[src/rtl/sccb_target.sv]
// SCCB (3-wire camera control bus) target: decodes 3-phase writes and 2-phase reads
// against an external register file, with an open-drain SIOD pull-down enable.
module sccb_target #(
    parameter logic [7:0] DEVICE_ID = 8'h42,
    parameter int         CLK_FREQ  = 25000000
) (
    input  logic       clk,
    input  logic       rst_n,
    input  logic       sioc,
    input  logic       siod_in,
    output logic       siod_oe,
    output logic       reg_wr_en,
    output logic [7:0] reg_wr_addr,
    output logic [7:0] reg_wr_data,
    output logic [7:0] reg_rd_addr,
    input  logic [7:0] reg_rd_data,
    output logic       busy
);

    // CLK_FREQ carries no logic; it documents the clock this instance was sized for.
    if (CLK_FREQ < 1) begin : g_clk_freq_invalid
    end

    typedef enum logic [3:0] {
        S_IDLE,
        S_ID,
        S_ID_ACK,
        S_SUB,
        S_SUB_ACK,
        S_WDATA,
        S_WDATA_ACK,
        S_RDATA,
        S_RDATA_NA,
        S_IGNORE
    } state_e;

    localparam logic [7:0] READ_ID = DEVICE_ID | 8'h01;

    logic       sioc_meta_q, sioc_sync_q, sioc_prev_q;
    logic       siod_meta_q, siod_sync_q, siod_prev_q;

    state_e     state_q, state_d;
    logic [3:0] bit_cnt_q, bit_cnt_d;
    logic [7:0] shift_q, shift_d;
    logic       rd_mode_q, rd_mode_d;
    logic       siod_oe_q, siod_oe_d;
    logic       reg_wr_en_q, reg_wr_en_d;
    logic [7:0] reg_wr_addr_q, reg_wr_addr_d;
    logic [7:0] reg_wr_data_q, reg_wr_data_d;
    logic [7:0] ptr_q, ptr_d;
    logic       busy_q, busy_d;

    logic       sioc_rise, sioc_fall, start_det, stop_det;
    logic [7:0] byte_in;

    // Two-flop synchronisers plus one history flop for edge detection; idle bus level is 1.
    always_ff @(posedge clk or negedge rst_n) begin
        if (!rst_n) begin
            sioc_meta_q <= 1'b1;
            sioc_sync_q <= 1'b1;
            sioc_prev_q <= 1'b1;
            siod_meta_q <= 1'b1;
            siod_sync_q <= 1'b1;
            siod_prev_q <= 1'b1;
        end else begin
            sioc_meta_q <= sioc;
            sioc_sync_q <= sioc_meta_q;
            sioc_prev_q <= sioc_sync_q;
            siod_meta_q <= siod_in;
            siod_sync_q <= siod_meta_q;
            siod_prev_q <= siod_sync_q;
        end
    end

    assign sioc_rise = sioc_sync_q & ~sioc_prev_q;
    assign sioc_fall = ~sioc_sync_q & sioc_prev_q;
    assign start_det = sioc_sync_q & siod_prev_q & ~siod_sync_q;
    assign stop_det  = sioc_sync_q & ~siod_prev_q & siod_sync_q;
    assign byte_in   = {shift_q[6:0], siod_sync_q};

    always_ff @(posedge clk or negedge rst_n) begin
        if (!rst_n) begin
            state_q       <= S_IDLE;
            bit_cnt_q     <= 4'd0;
            shift_q       <= 8'h00;
            rd_mode_q     <= 1'b0;
            siod_oe_q     <= 1'b0;
            reg_wr_en_q   <= 1'b0;
            reg_wr_addr_q <= 8'h00;
            reg_wr_data_q <= 8'h00;
            ptr_q         <= 8'h00;
            busy_q        <= 1'b0;
        end else begin
            state_q       <= state_d;
            bit_cnt_q     <= bit_cnt_d;
            shift_q       <= shift_d;
            rd_mode_q     <= rd_mode_d;
            siod_oe_q     <= siod_oe_d;
            reg_wr_en_q   <= reg_wr_en_d;
            reg_wr_addr_q <= reg_wr_addr_d;
            reg_wr_data_q <= reg_wr_data_d;
            ptr_q         <= ptr_d;
            busy_q        <= busy_d;
        end
    end

    always_comb begin
        state_d       = state_q;
        bit_cnt_d     = bit_cnt_q;
        shift_d       = shift_q;
        rd_mode_d     = rd_mode_q;
        siod_oe_d     = siod_oe_q;
        reg_wr_en_d   = 1'b0;
        reg_wr_addr_d = reg_wr_addr_q;
        reg_wr_data_d = reg_wr_data_q;
        ptr_d         = ptr_q;

        if (stop_det) begin
            state_d   = S_IDLE;
            bit_cnt_d = 4'd0;
            siod_oe_d = 1'b0;
        end else if (start_det) begin
            state_d   = S_ID;
            bit_cnt_d = 4'd0;
            siod_oe_d = 1'b0;
        end else begin
            case (state_q)
                S_ID: begin
                    if (sioc_rise) begin
                        shift_d   = byte_in;
                        bit_cnt_d = bit_cnt_q + 4'd1;
                        if (bit_cnt_q == 4'd7) begin
                            bit_cnt_d = 4'd0;
                            if (byte_in == DEVICE_ID) begin
                                rd_mode_d = 1'b0;
                                state_d   = S_ID_ACK;
                            end else if (byte_in == READ_ID) begin
                                rd_mode_d = 1'b1;
                                state_d   = S_ID_ACK;
                            end else begin
                                state_d   = S_IGNORE;
                            end
                        end
                    end
                end
                S_SUB: begin
                    if (sioc_rise) begin
                        shift_d   = byte_in;
                        bit_cnt_d = bit_cnt_q + 4'd1;
                        if (bit_cnt_q == 4'd7) begin
                            bit_cnt_d = 4'd0;
                            ptr_d     = byte_in;
                            state_d   = S_SUB_ACK;
                        end
                    end
                end
                S_WDATA: begin
                    if (sioc_rise) begin
                        shift_d   = byte_in;
                        bit_cnt_d = bit_cnt_q + 4'd1;
                        if (bit_cnt_q == 4'd7) begin
                            bit_cnt_d     = 4'd0;
                            reg_wr_en_d   = 1'b1;
                            reg_wr_addr_d = ptr_q;
                            reg_wr_data_d = byte_in;
                            state_d       = S_WDATA_ACK;
                        end
                    end
                end
                // The first falling edge starts the ACK pull-down, the second ends it.
                S_ID_ACK, S_SUB_ACK, S_WDATA_ACK: begin
                    if (sioc_fall) begin
                        if (!siod_oe_q) begin
                            siod_oe_d = 1'b1;
                        end else begin
                            siod_oe_d = 1'b0;
                            bit_cnt_d = 4'd0;
                            if (state_q == S_ID_ACK && rd_mode_q) begin
                                shift_d   = reg_rd_data;
                                siod_oe_d = ~reg_rd_data[7];
                                state_d   = S_RDATA;
                            end else if (state_q == S_ID_ACK) begin
                                state_d = S_SUB;
                            end else if (state_q == S_SUB_ACK) begin
                                state_d = S_WDATA;
                            end else begin
                                state_d = S_IGNORE;
                            end
                        end
                    end
                end
                // bit_cnt counts master sample edges; after the eighth the line is released.
                S_RDATA: begin
                    if (sioc_rise) begin
                        bit_cnt_d = bit_cnt_q + 4'd1;
                    end else if (sioc_fall) begin
                        if (bit_cnt_q == 4'd8) begin
                            siod_oe_d = 1'b0;
                            state_d   = S_RDATA_NA;
                        end else begin
                            shift_d   = {shift_q[6:0], 1'b0};
                            siod_oe_d = ~shift_q[6];
                        end
                    end
                end
                S_RDATA_NA: begin
                    siod_oe_d = 1'b0;
                    if (sioc_rise) begin
                        state_d = S_IGNORE;
                    end
                end
                S_IGNORE: begin
                    siod_oe_d = 1'b0;
                end
                default: begin
                    siod_oe_d = 1'b0;
                    state_d   = S_IDLE;
                end
            endcase
        end

        busy_d = (state_d != S_IDLE);
    end

    assign siod_oe     = siod_oe_q;
    assign reg_wr_en   = reg_wr_en_q;
    assign reg_wr_addr = reg_wr_addr_q;
    assign reg_wr_data = reg_wr_data_q;
    assign reg_rd_addr = ptr_q;
    assign busy        = busy_q;

endmodule

[config.mk]
export PLATFORM = sky130hd
export DESIGN_NAME = sccb_target
export DESIGN_NICKNAME = d
export VERILOG_FILES = /design/src/rtl/sccb_target.sv
export SDC_FILE = /design/constraint.sdc
export NUM_CORES = 1
export LEC_CHECK = 0
export ABC_CLOCK_PERIOD_IN_PS = 2840
export CORE_ASPECT_RATIO = 0.9
export CORE_MARGIN = 2
export CORE_UTILIZATION = 50
export DETAILED_ROUTE_END_ITERATION = 7
export PLACE_DENSITY = 0.75
export SLEW_MARGIN = 5
export SYNTH_ARGS = -nofsm -noshare
export SYNTH_HDL_FRONTEND = slang
export SYNTH_SLANG_ARGS = --single-unit
[constraint.sdc]
create_clock -name clk -period 2.84 [get_ports clk]
set_input_delay 0.568 -clock clk [delete_from_list [all_inputs] [get_ports clk]]
set_output_delay 0.568 -clock clk [all_outputs]
set_load 0.02 [all_outputs]
# Yosys cells after proc, flatten, opt, wreduce, memory -nomap -nowiden
# Cells that the tools add are included.
# totals
regBits	49
in_bits	12
output_inout_bits	27
word_cells	123
# classes
n_addsub	1
n_eq_ne	27
n_mux	52
bitwise	14
reduce_logical	13
# ops
operator	count
two-way mux 4 bit	26
two-way mux 7 bit	7
one-hot mux 4 bit (7 select lines)	1
one-hot mux 7 bit (3 select lines)	1
equality test 4 x 3 -> 1 bit (second input constant)	5
!= test 4 bit (second input constant)	5
equality test 8 x 7 -> 1 bit (second input constant)	2
two-way mux 1 bit	15
AND reduction 5 bit	3
equality test 4 bit (second input constant)	3
!= test 2 bit (second input constant)	6
one-hot mux 4 bit (3 select lines)	1
AND reduction 10 bit	1
equality test 4 x 2 -> 1 bit (second input constant)	2
inverter 1 bit	8
bitwise AND 1 bit	6
AND reduction 6 bit	1
OR reduction 3 bit	2
nonzero test 5 bit	1
adder 4 x 1 -> 4 bit (second input constant)	1
equality test 4 x 1 -> 1 bit (second input constant)	1
!= test 4 x 1 -> 1 bit (second input constant)	1
AND reduction 4 bit	1
nonzero test 4 bit	1
other kinds (6)	6

# Logic depth before layout (Yosys ltp)
# Gate-level depths: netlist (run 1).
# logic_depth
depth_word	10
depth_mapped	7
depth_no_buf	7

# Worst setup path before layout (run 1)
# OpenSTA, ideal clock, no wires.
# synth_path
path_kind	register to register
from	register state_q[3]
to	register shift_q[1]
setup_ns	0.125
arrival_ns	1.823
required_ns	2.715
path_slack_ns	0.893
path_stages_with_launch	6
path_buffers	1
period_less_slack_ns	1.947
path_cell_list	dfrtp_1 buf_6 or2_2 nor2_1 mux2_2 mux2_2
# synth_between
elab_chain_len	4
elab_cells_between_ends	20
classes_between	eq/ne (14); mux (1); reduce/logical (5)
# synth_lines
item	line	source
from (decl)	42	state_e state_q, state_d;
from (signal assigned)	94	state_q <= state_d;
equality test 4 x 2 -> 1 bit, or another cell as far along	127, 178	
OR reduction 3 bit, or another cell as far along	127	case (state_q)
!= test 2 bit (no line), or another cell as far along	-	
AND reduction 10 bit (no line)	-	
to (signal assigned)	96	shift_q <= shift_d;
to (decl)	44	logic [7:0] shift_q, shift_d;
# Several ways; a longest one is shown, not always the timed one.
# A chain may end at the register's enable or synchronous reset.

# Worst setup path in the final report (run 1)
# layout_path
from	register state_q[2]
to	register shift_q[4]
# Same word-level chain as after synthesis.

==> impl_metrics.yaml, run 1 <==
final_layout:
  layout_common_cells: "43 x dfrtp_1, 37 x clkdlybuf4s50_1, 30 x mux2_2"
  final_nets: 246
  synthToLayoutAreaGrowth_pct: 21.3
  final_common_cell: "dfrtp_1"
  drive_gt1_share_pct: 33.0
  fin_cells: 298
  antennaDiodeCount: 0
run:
  drv_cap: 0
placed_design:
  place_congestion: 0.925
  portBuffers: 38
  dp.cells: 290
  dpl.hpwl_um: 3660
pwr:
  internal_power_mw: 1.12
  vdd_ir_drop_max_uv: 294
  p_seq_share_pct: 55.7
  finalPower_mw: 1.59
  combPwrFrac_pct: 18.9
  p_leak_nw: 1.26
  p_per_area_nw_per_um2: 536
  pwr-share-clk_pct: 25.4
  p_sw_uw: 475
  netSwitchingFraction_pct: 29.8
global_routing:
  grt.total_usage_pct: 19.7
  grt_max_degree: 23
  grt_pass1_vias: 1674
  antenna_found_initial: 0
  grt_overflow_total: 0
  grt_pass1_wl_um: 8420
route:
  drc_errors: 0
  vias_per_cell: 5.63
  antenna_left: 0
  wl_per_cell_um: 16.6
  drtIter0Drc: 141
  first_pass_iters: 4
  vias: 1678
  drt-total-wl_um: 4950
clock_tree:
  clk_latency_ns: 0.30
  cts.hold.buffers_added: 0
  cts_root_buffer: "clkbuf_8"
  numCtsBuffers: 5
  clock_sinks: 49
  tritoncts: "yes"
  cts-resized-gates: 0
  cts_setup_buffers: 0
  clk_pin_slew_ns: 0.09
  cts_buffer_depth: 2
  htreeDepth: 2
synthesis:
  synth-seq-cells: 49
  synth.avg_cell_area_um2: 13.0
  synthArstFlopShare_pct: 100
  synth_edf_count: 0
  syn_inst: 188
  synth_seq_area_share_pct: 50.4
  syn-num-nets: 202
  yosys_warnings: 0
  ys.flop_type: "dfrtp_1"
  ys_types: 58
  syn_area_um2: 2450
floorplan:
  initial_core_util_pct: 51.3
  core_area_um2: 4770
  die_h_um: 70.4
  io_pins: 39
  fp.dieArea_um2: 5480
  die_w_um: 77.8
  row_count: 24
setup_path:
  worstSetupPathType: "reg -> reg"
  cp-start-kind: "register"
  worstPathArrival_ns: 2.41
  crit_required_ns: 3.03
  end_kind: "register"
  worstPathMaxFanout: 17
sta:
  fin_skew_ns: 0.0105
  setup_viol: 0
  fin_crit_ns: 2.22
  fin_setup_tns_ns: 0
  hold_viol_final: 0
  post-route-period-util_pct: 78.3
  relSlewSlack_pct: 63.3
  worst_slew_pin_slew_ns: 0.546
  fmax_mhz: 450
  rsz0062_at_grt: "false"
  finalMaxSlewViolations: 0
outcome:
  outcome: "completed"
worst_hold_path:
  hp-class: "in -> async"
-- routing by layer --
layer  vias up  track usage (%)  part of all wire, %
li1        790                -                    -
met1       826             29.0                   46
met2        57             28.2                   47
met3         5             4.52                  6.0
met4         0             7.34                 0.97
met5         -                0                    0
-- path summary, 6_finish.rpt --
| path | from | end | slack (ns) | cells past startpoint |
|---|---|---|---|---|
| worst max-delay path | state_q[2] | shift_q[4] | 0.62 | 5 |
| worst min-delay path | rst_n | state_q[2] | 0.13 | 1 |
| worst max register to register | state_q[2] | shift_q[4] | 0.62 | 5 |
| worst min register to register | sioc_meta_q | sioc_sync_q | 0.36 | 0 |
| max in group asynchronous | rst_n | siod_meta_q | 2.14 | 2 |
| min in group clk | sioc_meta_q | sioc_sync_q | 0.36 | 0 |
-- sequential cells by signal (all words and copies together), names as in the netlist, 4 cells and up --
name         count
reg_wr_addr      8
shift_q          7
bit_cnt_q        4
state_q          4
reg_wr_data      8
reg_rd_addr      8
-- Yosys cell counts (all sizes together), types with 2 or more instances --
master / n / area share (%)
a21oi: 4 / 0.97
a22o: 2 / 0.72
a31oi: 2 / 0.51
and3b: 2 / 0.87
buf: 6 / 2.3
dfrtp: 43 / 44
dfstp: 6 / 6.4
ha: 2 / 1.0
inv: 2 / 0.31
mux2: 39 / 19
nand2: 12 / 1.9
nand2b: 2 / 0.51
nand3: 4 / 1.3
nand4: 2 / 0.51
nand4b: 2 / 0.72
nor2: 11 / 1.8
nor2b: 4 / 1.1
nor3: 4 / 0.82
nor4: 2 / 1.1
nor4b: 2 / 0.72
o21a: 4 / 1.2
o21ai: 4 / 0.97
o221ai: 2 / 0.72
o31a: 2 / 0.72
o32ai: 2 / 1.0
or2: 3 / 0.87
-- area by class of cell --
| cell class | instances | area [µm²] |
|---|---|---|
| Clock buffer | 6 | 72.6 |
| Timing Repair Buffer | 43 | 413 |
| Multi-Input combinational cell | 131 | 1150 |
| Clock inverter | 2 | 13.8 |
| Tap cell | 65 | 81.3 |
| Fill cell | 391 | 1800 |
| Sequential cell | 49 | 1230 |
| Inverter | 2 | 7.51 |
-- power by group through the flow --
stage	Clock [mW]	Sequential, mW	Combinational (mW)
after floorplan	0	0.861	0.219
after global placement	0	0.896	0.293
after detailed placement	0	0.901	0.302
after CTS	0.419	0.887	0.303
after global routing	0.449	0.904	0.333
final	0.406	0.887	0.301
-- through the flow --
stage | util [%] | area [µm²] | hold slack (ns) | worst slack (ns)
after floorplan | - | 2450 | 0.272 | 0.893
after detailed placement | 60.5 | 2890 | 0.347 | 0.664
final | 62.3 | 2970 | 0.128 | 0.616
after global placement | 60.5 | 2890 | 0.346 | 0.708
after CTS | 62.3 | 2970 | 0.126 | 0.647
after global routing | 62.3 | 2970 | 0.143 | 0.517
-- kinds of logic (layout without fill, tap and decap cells) --
logic type,after synthesis,after routing,share of synthesized area [%]
AND/OR/NAND/NOR,59,59,16.3
multiplexers,39,39,19.3
flip-flops,49,49,50.4
buffers and inverters,8,53,2.66
AO/OA/AOI/OAI,31,31,10.4
adder cells (fa/ha/maj),2,2,1.02
-- critical path: stages, from the launching register on --
cell and delay [ns]:
dfrtp_1 0.57, or2_4 0.35, a21oi_2 0.16, o32ai_2 0.12, nor4_4 0.51, mux2_2 0.40
(Power assumes the default switching activity.)
==> run 2: changes to the inputs <==
--- a/config.mk
+++ b/config.mk
@@ -5,12 +5,12 @@
 export SDC_FILE = /design/constraint.sdc
 export NUM_CORES = 1
 export LEC_CHECK = 0
-export ABC_CLOCK_PERIOD_IN_PS = 2840
+export ABC_CLOCK_PERIOD_IN_PS = 1820
 export CORE_ASPECT_RATIO = 0.9
 export CORE_MARGIN = 2
-export CORE_UTILIZATION = 50
+export CORE_UTILIZATION = 48
 export DETAILED_ROUTE_END_ITERATION = 7
-export PLACE_DENSITY = 0.75
+export PLACE_DENSITY = 0.76
 export SLEW_MARGIN = 5
 export SYNTH_ARGS = -nofsm -noshare
 export SYNTH_HDL_FRONTEND = slang
==> constraint.sdc (replaced) <==
create_clock -name clk -period 1.82 [get_ports clk]
set_input_delay 0.364 -clock clk [delete_from_list [all_inputs] [get_ports clk]]
set_output_delay 0.364 -clock clk [all_outputs]
set_load 0.02 [all_outputs]
==> run 2 against run 1 <==
Effect of this change: first-iteration DRC count rose by 4.3%; die area rose by 3.9%; clock power rose by 68%; cell count rose by 14%; the flow now finishes with violations (negative setup slack); highest routed layer unchanged; hold slack got worse by 0.12 ns; sequential power rose by 51%; sequential share of layout area fell by 6.3 points; global-route usage rose by 3.3 points; core utilization rose by 9.4 points.
==> impl_metrics.yaml, run 2 (synthesis gave the netlist of run 1 again) <==
clock_tree:
  cts_buffer_depth: 2
  clock_sinks: 49
  cts_root_buffer: "clkbuf_8"
  tritoncts: "yes"
  clk_pin_slew_ns: 0.09
  numCtsBuffers: 5
  htreeDepth: 2
  clk_latency_ns: 0.30
pwr:
  pwr-share-clk_pct: 23.6
  p_sw_uw: 863
  p_leak_nw: 1.54
  combPwrFrac_pct: 30.1
  p_seq_share_pct: 46.2
  vdd_ir_drop_max_uv: 650
  p_per_area_nw_per_um2: 824
  internal_power_mw: 2.03
  netSwitchingFraction_pct: 29.9
sta:
  fin_setup_tns_ns: -3.76
  post-route-period-util_pct: 111
  hold_viol_final: 0
  fin_skew_ns: 0.00846
  fin_crit_ns: 2.02
  worst_slew_pin_slew_ns: 0.496
  rsz0062_at_grt: "true"
  finalWorstSetupSlack_ns: -0.197
  fmax_mhz: 496
  relSlewSlack_pct: 66.9
  finalMaxSlewViolations: 0
  setup_viol: 32
setup_path:
  crit_start: "siod_sync_q"
  crit_required_ns: 2.01
  r2r-start: "siod_sync_q"
  regToRegSetupSlack_ns: -0.20
  end_kind: "register"
  r2r_cells: 7
  rr_endpoint: "reg_wr_addr[6]"
  worstSetupPathType: "reg -> reg"
  cp-endpoint: "reg_wr_addr[6]"
  cp-start-kind: "register"
  worstPathMaxFanout: 9
  worstPathArrival_ns: 2.21
placed_design:
  post-place-ws_ns: -0.221
  portBuffers: 38
  place_congestion: 0.907
  dpl.hpwl_um: 4240
  place_area_um2: 3220
outcome:
  violations: "negative setup slack"
  outcome: "finished with violations"
final_layout:
  synthToLayoutAreaGrowth_pct: 43.3
  final_common_cell: "buf_4"
  drive_gt1_share_pct: 51.8
  antennaDiodeCount: 0
  final_nets: 289
  layout_common_cells: "43 x buf_4, 41 x dfrtp_1, 37 x clkdlybuf4s50_1"
  fin_area_um2: 3510
global_routing:
  grt_overflow_total: 0
  grt_pass1_wl_um: 9890
  antenna_found_initial: 0
  grt_pass1_vias: 1897
  grt_max_degree: 22
  grt.total_usage_pct: 23.0
route:
  drt-total-wl_um: 6110
  drc_errors: 0
  first_pass_iters: 4
  antenna_left: 0
  vias: 1907
  wl_per_cell_um: 17.9
  vias_per_cell: 5.59
  drtIter0Drc: 147
floorplan:
  die_h_um: 71.8
  core_area_um2: 4890
  die_w_um: 79.3
  fp.dieArea_um2: 5690
  io_pins: 39
  initial_core_util_pct: 50.1
  row_count: 24
run:
  drv_cap: 0
worst_hold_path:
  hp-class: "in -> async"
## run 2: cell count changes in the layout (fill, tap and decap cells not counted), sizes merged
cell,previous run,this run
clkinvlp,0,1
clkinv,1,0
clkbuf,6,7
buf,6,48
## run 2: critical path, cell delays in order (launching register included)
cell and delay [ns]:
dfstp_2 0.57, nor2b_2 0.07, o21ai_2 0.29, nand3_4 0.12, nor3b_4 0.22, buf_4 0.15
buf_12 0.13, mux2_2 0.35
## run 2: layer usage
layer	GRT usage (%)	share of wire, %	routed length [µm]
met5	0	0	0
met4	6.70	2.0	122
met3	3.40	4.5	278
met1	34.1	47	2850
met2	35.4	47	2860
## run 2: power by group through the flow
stage / Combinational [mW] / Clock, mW / Sequential [mW]
2_1_floorplan: 0.391 / 0 / 1.35
3_3_place_gp: 0.736 / 0 / 1.33
3_5_place_dp: 0.759 / 0 / 1.34
4_1_cts: 0.810 / 0.700 / 1.33
5_1_grt: 0.934 / 0.744 / 1.35
6_report: 0.871 / 0.683 / 1.34
## run 2: timing repair
item / in CTS / in global routing
hold buffers: 0 / 0
endpoints found under the hold margin: 0 / 0
gates cloned: 0 / 1
endpoints found under the setup margin: 36 / 36
buffers inserted: 4 / 4
gates resized for setup: 19 / 10
pin swaps: 6 / 9
## run 2: metrics by stage
step	utilization, %	hold slack, ns	cells	power (mW)
finish	71.7	0.0124	341	2.89
global route	71.7	0.0357	341	3.03
CTS	69.9	0.0304	336	2.84
detailed placement	65.7	0.348	324	2.10
global placement	65.7	0.347	324	2.07
floorplan	-	0.0684	188	1.74
## run 2: worst min-delay path by stage
stage	start	end	slack (ns)	cells past startpoint
after floorplan	rst_n	bit_cnt_q[0]	0.07	0
after global placement	siod_meta_q	siod_sync_q	0.35	0
after detailed placement	siod_meta_q	siod_sync_q	0.35	0
after CTS	rst_n	rd_mode_q	0.03	1
after global routing	rst_n	rd_mode_q	0.04	1
final	rst_n	rd_mode_q	0.01	1
## run 2: area by class of cell
type,instances,area (µm²)
clock buffer,6,82.6
clock inverter,2,16.3
fill,329,1390
inverter,2,7.51
multi-input combinational,131,1290
sequential,49,1240
tap,65,81.3
timing repair buffer,86,795
